[src/rtl/mem_port_arb_pkg.sv]
// Shared types and defaults for the unified-memory port arbiter.
// Holds the FSM state encoding, the grant encoding and the latched access control word.
package mem_port_arb_pkg;

  localparam int ADDR_W_DEF  = 12;
  localparam int DATA_W_DEF  = 16;
  localparam int ACC_CYC_DEF = 2;
  // ACC_CYC is limited to 1..7, so three bits always hold the beat count.
  localparam int CNT_W       = 3;

  typedef enum logic [1:0] {
    ST_IDLE   = 2'd0,
    ST_ACC_LO = 2'd1,
    ST_ACC_HI = 2'd2,
    ST_DONE   = 2'd3
  } state_t;

  typedef enum logic {
    GNT_IF  = 1'b0,
    GNT_MEM = 1'b1
  } gnt_t;

  typedef struct packed {
    gnt_t gnt;
    logic we;
    logic wide;
  } acc_ctl_t;

endpackage

[src/rtl/mem_port_arbiter_if.sv]
// Bundle of the fetch, data and memory-macro signals around the arbiter.
// master = pipeline stages plus memory macro; slave = the arbiter.
interface mem_port_arbiter_if #(
  parameter int ADDR_W = 12,
  parameter int DATA_W = 16
);
  logic                  if_req;
  logic [ADDR_W-1:0]     if_addr;
  logic [DATA_W-1:0]     if_rdata;
  logic                  if_valid;
  logic                  if_stall;

  logic                  mem_req;
  logic                  mem_we;
  logic                  mem_wide;
  logic [ADDR_W-1:0]     mem_addr;
  logic [2*DATA_W-1:0]   mem_wdata;
  logic [2*DATA_W-1:0]   mem_rdata;
  logic                  mem_valid;
  logic                  mem_stall;

  logic                  ram_en;
  logic                  ram_we;
  logic [ADDR_W-1:0]     ram_addr;
  logic [DATA_W-1:0]     ram_wdata;
  logic [DATA_W-1:0]     ram_rdata;

  modport master (
    output if_req, if_addr, mem_req, mem_we, mem_wide, mem_addr, mem_wdata, ram_rdata,
    input  if_rdata, if_valid, if_stall, mem_rdata, mem_valid, mem_stall,
    input  ram_en, ram_we, ram_addr, ram_wdata
  );

  modport slave (
    input  if_req, if_addr, mem_req, mem_we, mem_wide, mem_addr, mem_wdata, ram_rdata,
    output if_rdata, if_valid, if_stall, mem_rdata, mem_valid, mem_stall,
    output ram_en, ram_we, ram_addr, ram_wdata
  );
endinterface

[src/rtl/mem_port_arb_beat_timer.sv]
// Purpose: loadable down-counter timing one memory beat of ACC_CYC cycles.
// Latency: busy the cycle after load, last on the final cycle of the beat.
// Backpressure: none; a load always restarts the count.
module mem_port_arb_beat_timer
  import mem_port_arb_pkg::*;
#(
  parameter int ACC_CYC = ACC_CYC_DEF
) (
  input  logic clk,
  input  logic rst_n,
  input  logic load,
  output logic busy,
  output logic last
);

  logic [CNT_W-1:0] cnt;

  always_ff @(posedge clk) begin
    if (!rst_n) begin
      cnt <= '0;
    end else if (load) begin
      cnt <= CNT_W'(ACC_CYC);
    end else if (cnt != '0) begin
      cnt <= cnt - CNT_W'(1);
    end
  end

  assign busy = (cnt != '0);
  assign last = (cnt == CNT_W'(1));

endmodule

[src/rtl/mem_port_arbiter.sv]
// Purpose: shares one 16-bit memory port between fetch and MEM; optional fetch guard MEM_PORT_ARB_STARVE_GUARD_EN.
// Latency: narrow ACC_CYC+1 cycles, wide 2*ACC_CYC+1 cycles from request seen in IDLE to valid.
// Backpressure: requesters hold req and see stall until their one-cycle valid; MEM wins ties.
module mem_port_arbiter
  import mem_port_arb_pkg::*;
#(
  parameter int ADDR_W     = ADDR_W_DEF,
  parameter int DATA_W     = DATA_W_DEF,
  parameter int ACC_CYC    = ACC_CYC_DEF,
  parameter int STARVE_MAX = 4
) (
  input  logic                 clk,
  input  logic                 rst_n,
  mem_port_arbiter_if.slave    bus
);

  state_t              state, state_nxt;
  acc_ctl_t            ctl;
  logic [ADDR_W-1:0]   addr_q;
  logic [2*DATA_W-1:0] wdata_q;
  logic [2*DATA_W-1:0] mem_rdata_q;
  logic [DATA_W-1:0]   if_rdata_q;
  logic [DATA_W-1:0]   lo_buf;
  logic                timer_load;
  logic                beat_busy;
  logic                beat_last;
  logic                grant_if;
  logic                any_req;
  logic                in_beat;
  logic                if_vld;
  logic                mem_vld;

  assign any_req = bus.mem_req | bus.if_req;

`ifdef MEM_PORT_ARB_STARVE_GUARD_EN
  localparam int SC_W = $clog2(STARVE_MAX + 1);
  logic [SC_W-1:0] starve_cnt;
  logic            force_if;

  assign force_if = (starve_cnt == SC_W'(STARVE_MAX));
  assign grant_if = bus.if_req & (~bus.mem_req | force_if);

  // Counts MEM grants that left a waiting fetch behind; any fetch grant clears it.
  always_ff @(posedge clk) begin
    if (!rst_n) begin
      starve_cnt <= '0;
    end else if (state == ST_IDLE && any_req) begin
      if (grant_if) begin
        starve_cnt <= '0;
      end else if (bus.if_req) begin
        starve_cnt <= starve_cnt + SC_W'(1);
      end
    end
  end
`else
  localparam int unused_starve_max = STARVE_MAX;
  assign grant_if = bus.if_req & ~bus.mem_req;
`endif

  mem_port_arb_beat_timer #(
    .ACC_CYC (ACC_CYC)
  ) u_beat_timer (
    .clk   (clk),
    .rst_n (rst_n),
    .load  (timer_load),
    .busy  (beat_busy),
    .last  (beat_last)
  );

  always_ff @(posedge clk) begin
    if (!rst_n) begin
      state <= ST_IDLE;
    end else begin
      state <= state_nxt;
    end
  end

  always_comb begin
    state_nxt  = state;
    timer_load = 1'b0;
    case (state)
      ST_IDLE: begin
        if (any_req) begin
          state_nxt  = ST_ACC_LO;
          timer_load = 1'b1;
        end
      end
      ST_ACC_LO: begin
        if (beat_last) begin
          if (ctl.gnt == GNT_MEM && ctl.wide) begin
            state_nxt  = ST_ACC_HI;
            timer_load = 1'b1;
          end else begin
            state_nxt = ST_DONE;
          end
        end
      end
      ST_ACC_HI: begin
        if (beat_last) begin
          state_nxt = ST_DONE;
        end
      end
      default: state_nxt = ST_IDLE;
    endcase
  end

  // Read data is published on entry to DONE so outputs only move at a completion.
  always_ff @(posedge clk) begin
    if (!rst_n) begin
      ctl         <= '0;
      addr_q      <= '0;
      wdata_q     <= '0;
      if_rdata_q  <= '0;
      mem_rdata_q <= '0;
      lo_buf      <= '0;
    end else begin
      if (state == ST_IDLE && any_req) begin
        ctl.gnt  <= grant_if ? GNT_IF : GNT_MEM;
        ctl.we   <= ~grant_if & bus.mem_we;
        ctl.wide <= ~grant_if & bus.mem_wide;
        addr_q   <= grant_if ? bus.if_addr : bus.mem_addr;
        wdata_q  <= grant_if ? '0 : bus.mem_wdata;
      end
      if (state == ST_ACC_LO && beat_last) begin
        if (ctl.gnt == GNT_IF) begin
          if_rdata_q <= bus.ram_rdata;
        end else if (!ctl.we) begin
          if (ctl.wide) begin
            lo_buf <= bus.ram_rdata;
          end else begin
            mem_rdata_q <= {{DATA_W{1'b0}}, bus.ram_rdata};
          end
        end
      end
      if (state == ST_ACC_HI && beat_last && !ctl.we) begin
        mem_rdata_q <= {bus.ram_rdata, lo_buf};
      end
    end
  end

  assign in_beat = (state == ST_ACC_LO) || (state == ST_ACC_HI);
  assign if_vld  = (state == ST_DONE) && (ctl.gnt == GNT_IF);
  assign mem_vld = (state == ST_DONE) && (ctl.gnt == GNT_MEM);

  assign bus.ram_en    = in_beat & beat_busy;
  assign bus.ram_we    = in_beat & beat_busy & ctl.we;
  assign bus.ram_addr  = (state == ST_ACC_HI) ? addr_q + ADDR_W'(1) : addr_q;
  assign bus.ram_wdata = (state == ST_ACC_HI) ? wdata_q[2*DATA_W-1:DATA_W] : wdata_q[DATA_W-1:0];

  assign bus.if_rdata  = if_rdata_q;
  assign bus.if_valid  = if_vld;
  assign bus.if_stall  = bus.if_req & ~if_vld;
  assign bus.mem_rdata = mem_rdata_q;
  assign bus.mem_valid = mem_vld;
  assign bus.mem_stall = bus.mem_req & ~mem_vld;

endmodule

[src/flat_wrapper.sv]
// flat-port wrapper written by rule: the top's interface ports become plain ports
module mem_port_arbiter_flat import mem_port_arb_pkg::*;
#(
  parameter int ADDR_W     = ADDR_W_DEF,
  parameter int DATA_W     = DATA_W_DEF,
  parameter int ACC_CYC    = ACC_CYC_DEF,
  parameter int STARVE_MAX = 4
)
  (clk, rst_n, bus_if_req, bus_if_addr, bus_mem_req, bus_mem_we, bus_mem_wide, bus_mem_addr, bus_mem_wdata, bus_ram_rdata, bus_if_rdata, bus_if_valid, bus_if_stall, bus_mem_rdata, bus_mem_valid, bus_mem_stall, bus_ram_en, bus_ram_we, bus_ram_addr, bus_ram_wdata);
  mem_port_arbiter_if #(.ADDR_W(ADDR_W), .DATA_W(DATA_W)) bus_i ();
  input  logic clk;
  input  logic rst_n;
  input wire logic [$bits(bus_i.if_req)-1:0] bus_if_req;
  input wire logic [$bits(bus_i.if_addr)-1:0] bus_if_addr;
  input wire logic [$bits(bus_i.mem_req)-1:0] bus_mem_req;
  input wire logic [$bits(bus_i.mem_we)-1:0] bus_mem_we;
  input wire logic [$bits(bus_i.mem_wide)-1:0] bus_mem_wide;
  input wire logic [$bits(bus_i.mem_addr)-1:0] bus_mem_addr;
  input wire logic [$bits(bus_i.mem_wdata)-1:0] bus_mem_wdata;
  input wire logic [$bits(bus_i.ram_rdata)-1:0] bus_ram_rdata;
  output wire logic [$bits(bus_i.if_rdata)-1:0] bus_if_rdata;
  output wire logic [$bits(bus_i.if_valid)-1:0] bus_if_valid;
  output wire logic [$bits(bus_i.if_stall)-1:0] bus_if_stall;
  output wire logic [$bits(bus_i.mem_rdata)-1:0] bus_mem_rdata;
  output wire logic [$bits(bus_i.mem_valid)-1:0] bus_mem_valid;
  output wire logic [$bits(bus_i.mem_stall)-1:0] bus_mem_stall;
  output wire logic [$bits(bus_i.ram_en)-1:0] bus_ram_en;
  output wire logic [$bits(bus_i.ram_we)-1:0] bus_ram_we;
  output wire logic [$bits(bus_i.ram_addr)-1:0] bus_ram_addr;
  output wire logic [$bits(bus_i.ram_wdata)-1:0] bus_ram_wdata;
  assign bus_i.if_req = bus_if_req;
  assign bus_i.if_addr = bus_if_addr;
  assign bus_i.mem_req = bus_mem_req;
  assign bus_i.mem_we = bus_mem_we;
  assign bus_i.mem_wide = bus_mem_wide;
  assign bus_i.mem_addr = bus_mem_addr;
  assign bus_i.mem_wdata = bus_mem_wdata;
  assign bus_i.ram_rdata = bus_ram_rdata;
  assign bus_if_rdata = bus_i.if_rdata;
  assign bus_if_valid = bus_i.if_valid;
  assign bus_if_stall = bus_i.if_stall;
  assign bus_mem_rdata = bus_i.mem_rdata;
  assign bus_mem_valid = bus_i.mem_valid;
  assign bus_mem_stall = bus_i.mem_stall;
  assign bus_ram_en = bus_i.ram_en;
  assign bus_ram_we = bus_i.ram_we;
  assign bus_ram_addr = bus_i.ram_addr;
  assign bus_ram_wdata = bus_i.ram_wdata;
  mem_port_arbiter #(.ADDR_W(ADDR_W), .DATA_W(DATA_W), .ACC_CYC(ACC_CYC), .STARVE_MAX(STARVE_MAX)) u_core (.clk(clk), .rst_n(rst_n), .bus(bus_i));
endmodule
[config.mk]
export PLATFORM = sky130hd
export DESIGN_NAME = mem_port_arbiter_flat
export DESIGN_NICKNAME = d
export VERILOG_FILES = /design/src/rtl/mem_port_arb_pkg.sv /design/src/rtl/mem_port_arbiter_if.sv /design/src/rtl/mem_port_arb_beat_timer.sv /design/src/rtl/mem_port_arbiter.sv /design/src/flat_wrapper.sv
export SDC_FILE = /design/constraint.sdc
export NUM_CORES = 1
export LEC_CHECK = 0
export CAP_MARGIN = 20
export CORE_MARGIN = 1.5
export CORE_UTILIZATION = 35
export DETAILED_ROUTE_END_ITERATION = 12
export DONT_BUFFER_PORTS = 1
export GPL_TIMING_DRIVEN = 0
export PLACE_DENSITY_LB_ADDON = 0.12
export SYNTH_ARGS = -nofsm -noshare
export SYNTH_HDL_FRONTEND = slang
export SYNTH_HIERARCHICAL = 1
export SYNTH_SLANG_ARGS = --single-unit
[constraint.sdc]
create_clock -name clk -period 3.1 [get_ports clk]
set_clock_uncertainty 0.2 [all_clocks]
set_input_delay 0.62 -clock clk [delete_from_list [all_inputs] [get_ports clk]]
set_output_delay 0.62 -clock clk [all_outputs]
set_load 0.01 [all_outputs]
## Yosys cells after proc, flatten, opt, wreduce, memory -nomap -nowiden

Cells that the tools add are included.
W data, S select, Z words.

- Add/sub/neg operators: 2
- Multipliers: 0
- Divide/modulo/power cells: 0
- Magnitude comparators: 0
- Equality and inequality tests: 9
- Shifts and indexed selects: 0
- Multiplexer cells: 21
- Bitwise logic cells: 15
- Reduce and logical (&&, ||, !) cells: 19

Operators with widths:

| cell | count |
|---|---|
| $mux W32 | 6 |
| $mux W12 | 2 |
| $mux W16 | 1 |
| $add A12 B1 Y12 const B | 1 |
| $mux W2 | 5 |
| $reduce_and A4 Y1 | 2 |
| $and A1 B1 Y1 | 7 |
| $logic_and A1 B1 Y1 | 7 |
| $not A1 Y1 | 7 |
| $ne A2 B1 Y1 const B | 3 |
| $pmux W2 S3 | 1 |
| $reduce_bool A2 Y1 | 3 |
| $mux W1 | 5 |
| $eq A2 B2 Y1 const B | 2 |
| $ne A2 B2 Y1 const B | 2 |
| $eq A3 B1 Y1 const B | 1 |
| $reduce_and A3 Y1 | 1 |
| $reduce_bool A3 Y1 | 1 |
| $sub A3 B1 Y3 const B | 1 |
| $eq A2 B1 Y1 const B | 1 |
| $logic_not A2 Y1 | 1 |
| $pmux W1 S2 | 1 |
| $reduce_and A2 Y1 | 1 |
| $reduce_or A2 Y1 | 1 |
| other kinds (3) | 3 |

- Flip-flop bits (word level): 116
- Latch bits: 0
- Memory bits (writable): 0
- ROM bits: 0
- Input bits: 78
- Logic and storage cells: 77
- Memories: 0

## Logic depth before layout (Yosys ltp)

- Word-level depth: 5
- Mapped depth: 8

## By module

The synthesis kept the hierarchy.

Modules (own cells, without submodules):

| module | times used | cells each | area an instance (um^2) | sequential area each (um^2) |
|---|---|---|---|---|
| mem_port_arbiter | 1 | 571 | 5117.4 | 2262.2 |
| mem_port_arb_beat_timer | 1 | 16 | 157.7 | 60.1 |

## Worst setup path after synthesis

No wires, ideal clock.

- Path kind: reg2out
- Start: register u_core.state[0]
- End: output bus_ram_wdata[10]
- Data arrival time: 1.436 ns
- Data required time: 2.280 ns
- Path slack: 0.844 ns
- Stages on the path, launching flop included: 7
- Path through: dfxtp_1 inv_1 ha_1 buf_2 buf_2 buf_2 mux2_2

- Longest elaborated chain between the ends: 2

Ends and longest elaborated chain:

| item | line | text |
|---|---|---|
| start, declared | mem_port_arbiter.sv:17 | `state_t state, state_nxt;` |
| start signal, assigned | mem_port_arbiter.sv:74 | `state <= state_nxt;` |
| $eq A2 B2 Y1 | mem_port_arbiter.sv:148 | `assign bus.ram_wdata = (state == ST_ACC_HI) ? wdata_q[2*DATA_W-1:DATA_W] : wdata_q[DATA_W-1:0];` |
| $mux W16 | mem_port_arbiter.sv:148 |  |
| end, declared | flat_wrapper.sv:30 | `output wire logic [$bits(bus_i.ram_wdata)-1:0] bus_ram_wdata;` |

Every way passes these cells.

## Worst setup path in the final report

- Start: register u_core.state[0]
- End: output bus_ram_wdata[11]

The elaborated chain is that of the path after synthesis.

==> metrics.md <==
| Metric | Value |
|---|---|
| Failing checks | `DRC` |
| Ys flop type | `dfxtp_1` |
| Final core occ | `42.0%` |
| CP peak stage delay | `0.39 ns` |
| Largest net degree at the start of global routing | `17` |
| R2r setup slk | `0.86 ns` |
| WL/cell | `20.1 um` |
| Pre-antenna DRT Iters | `11` |
| Antenna-violating nets left | `0` |
| Synth Cell Area | `5280 um^2` |
| RD Place Congestion | `0.782` |
| Die X-Extent | `126 um` |
| Yosys top cell area share | `44.0%` |
| Reg-to-reg critical path endpoint | `u_core/lo_buf[14]` |
| Port bufs | `0` |
| 1st-iter DRT viols | `314` |
| Die height | `126 um` |
| Worst slew margin | `56.0%` |
| I/O Pins | `160` |
| Total Die Area | `15,800 um^2` |
| CP Max Fanout | `10` |
| Cell taking the most area after synthesis | `dfxtp_1` |
| Yosys cell types | `49` |
| Clk_lat worst skew | `0.41 ns` |
| First-pass GRT wire length | `25,000 um` |
| Synth Warn # | `6` |
| Cell repeated most along the worst path | `buf_2` |
| Crit path to | `bus_ram_wdata[11]` |
| Share of post-route cells with drive strength above 1 | `13.3%` |
| CP Class | `flip-flop to primary output` |
| Final Cycle Share | `93.8%` |
| Vias | `4,528` |
| CTS tree | `built` |
| Worst path depth | `6` |
| Status | `finished with violations` |
| Initial core utilization | `36.0%` |
| Startpoint types | `flip-flop` |
| Via density per instance | `5.65` |
| Area of the multi-input gates | `2650 um^2` |
| Slowest stage cell, crit path | `mux2_2` |
| Worst slew pin tran | `0.660 ns` |
| Synth Instances | `587` |
| Nets | `691` |
| Rows | `44` |
| Flops & latches, synth | `116` |
| R2r startpoint | `u_core/u_beat_timer/cnt[0]` |
| PwrDens | `914 nW/um^2` |
| Setup TNS | `0 ns` |
| Setup violators final | `0` |
| Pleak | `2.19 nW` |
| Share of the yosys chip area belonging to registers | `44.0%` |
| Number of synthesized flops with an enable pin | `0` |
| CTS buffer count | `17` |
| Register Area | `2320 um^2` |
| Sum of buffers and inverters on the critical path | `4` |
| Clk slew on worst S/H paths | `0.05 ns` |
| Clock H-tree levels | `4` |
| Ys async rst share | `0%` |
| Worst-path cell chain | `inv_1 > ha_1 > buf_2 > buf_2 > clkbuf_4 > mux2_2` |
| Placed wire-length estimate | `11,600 um` |
| Hold/Removal Path Class | `primary input to flip-flop` |
| CTS Hold Buffers Added | `0` |
| Most frequent cells in the layout | `dfxtp_1 (116), nand2_1 (86), nor2_1 (52), a32oi_1 (34), a21oi_1 (33)` |
| Most common cell after layout, fill and taps aside | `dfxtp_1` |
| CP required | `2.28 ns` |
| CP Launch Point | `u_core/state[0]` |
| # fillers | `1,445` |
| Initial antenna violation count | `0` |
| CP top delay family | `buffers and inverters` |
| Min Tclk post-route | `2.91 ns` |
| RSZ-0062 raised after global routing | `false` |
| Critical Path AT | `2.09 ns` |
| Post-CTS setup buffers | `0` |
| DRC violations left | `7` |
| Core box area | `14,600 um^2` |
| Final hold slack | `0.137 ns` |
| Final count of hold timing violations | `0` |
| Total GRT Usage | `20.5%` |
| Clk buf depth | `2` |
| Crit. End Element | `primary output` |
| Inserted Diodes | `0` |
| Fin. max-slew vios | `0` |
| Worst Reg-to-Reg Cells | `6` |
| Synth area leaders | `dfxtp_1 (44%), nand2_1 (6.1%), a32oi_1 (5.6%), mux2i_1 (5.3%), a22oi_1 (4.4%)` |
| Maxcap violations | `0` |
| Syn_nets | `672` |
| Final wirelength | `16,100 um` |
| P&R area growth vs syn | `16.5%` |
| Mean Syn Cell Area | `8.99 um^2` |
| CTS Root Cell | `clkbuf_16` |
| GR Overflow Total | `0` |
| VDD IR max | `0.373 mV` |
| Max Fclk | `344 MHz` |
| Vias in the first global route | `4,469` |
| Sink Count | `116` |
-- state kept, by name (all words and copies together), names as in the netlist --
register                 count
u_core/addr_q               12
u_core/bus.if_rdata         16
u_core/u_beat_timer/cnt      3
u_core/lo_buf               16
u_core/bus.mem_rdata        32
u_core/ctl                   3
u_core/state                 2
u_core/wdata_q              32
-- area by class of cell --
class	count	share of cell area, %
multi-input combinational	407	43.1
sequential	116	37.8
clock buffer	21	7.49
buffer	56	4.46
tap	184	3.75
clock inverter	10	2.91
inverter	8	0.488
-- worst min path at each step --
| stage | start | endpoint | slack (ns) | cells past startpoint |
|---|---|---|---|---|
| 2_1_floorplan | u_core/lo_buf[5] | u_core/lo_buf[5] | 0.23 | 2 |
| 3_3_place_gp | u_core/lo_buf[5] | u_core/lo_buf[5] | 0.24 | 2 |
| 3_5_place_dp | u_core/lo_buf[5] | u_core/lo_buf[5] | 0.25 | 2 |
| 4_1_cts | rst_n | u_core/u_beat_timer/cnt[1] | 0.12 | 1 |
| 5_1_grt | rst_n | u_core/u_beat_timer/cnt[1] | 0.12 | 1 |
| 6_report | rst_n | u_core/u_beat_timer/cnt[1] | 0.14 | 1 |
-- where the power goes --
group          internal [mW]  switching, mW  total, mW
sequential              1.72          0.220       1.94
combinational          0.560          0.984       1.54
clock                   1.46          0.676       2.14
total                   3.74           1.88       5.62
-- what timing repair did --
action,in CTS,in global routing
endpoints found under the setup margin,0,9
endpoints found under the hold margin,0,0
gates resized for setup,0,1
-- cell usage after synthesis (2+ instances only) --
cell type / number
and3_1: 3
xor2_1: 6
nand4_1: 4
nand2b_1: 2
a21oi_1: 33
buf_6: 2
mux2i_1: 28
and2b_2: 2
xnor2_1: 6
a211oi_1: 14
buf_1: 9
buf_4: 6
dfxtp_1: 116
buf_2: 17
nor2_1: 52
o22ai_1: 16
clkbuf_2: 2
a41oi_1: 2
and4b_1: 2
o21a_1: 2
nor4b_1: 14
clkbuf_1: 20
nor3_1: 3
a22oi_1: 31
and3b_1: 2
a32oi_1: 34
nand3_1: 20
nor2b_1: 3
nor3b_1: 2
clkinv_1: 2
and2_1: 2
ha_1: 7
mux2_2: 17
inv_1: 6
nand2_1: 86
-- metrics by stage --
step / cell area [um^2] / setup slack, ns / std cells / power (mW)
2_1_floorplan: 5280 / 0.844 / 587 / 3.11
3_3_place_gp: 5510 / 0.540 / 771 / 3.47
3_5_place_dp: 5510 / 0.533 / 771 / 3.51
4_1_cts: 6140 / 0.0807 / 802 / 5.66
5_1_grt: 6150 / 0.0377 / 802 / 5.95
6_report: 6150 / 0.191 / 802 / 5.62
-- layer usage --
metal  track usage [%]  vias up  share of wire, %
met1              26.6     2189                46
met5                 0        -                 0
met2              31.1      150                45
met4              7.91        0               1.2
li1                  -     2170                 -
met3              7.43       19               8.3
-- kinds of logic after synthesis --
group           after synthesis  share of synthesized area, %
simple gates                203                          18.6
buf+inv                      64                          5.72
mux                          45                          8.94
flops                       116                          44.0
compound gates              140                          19.0
xor+xnor                     12                          1.99
fa+ha+maj                     7                          1.66
No activity file was read; power rests on OpenSTA's default activity.
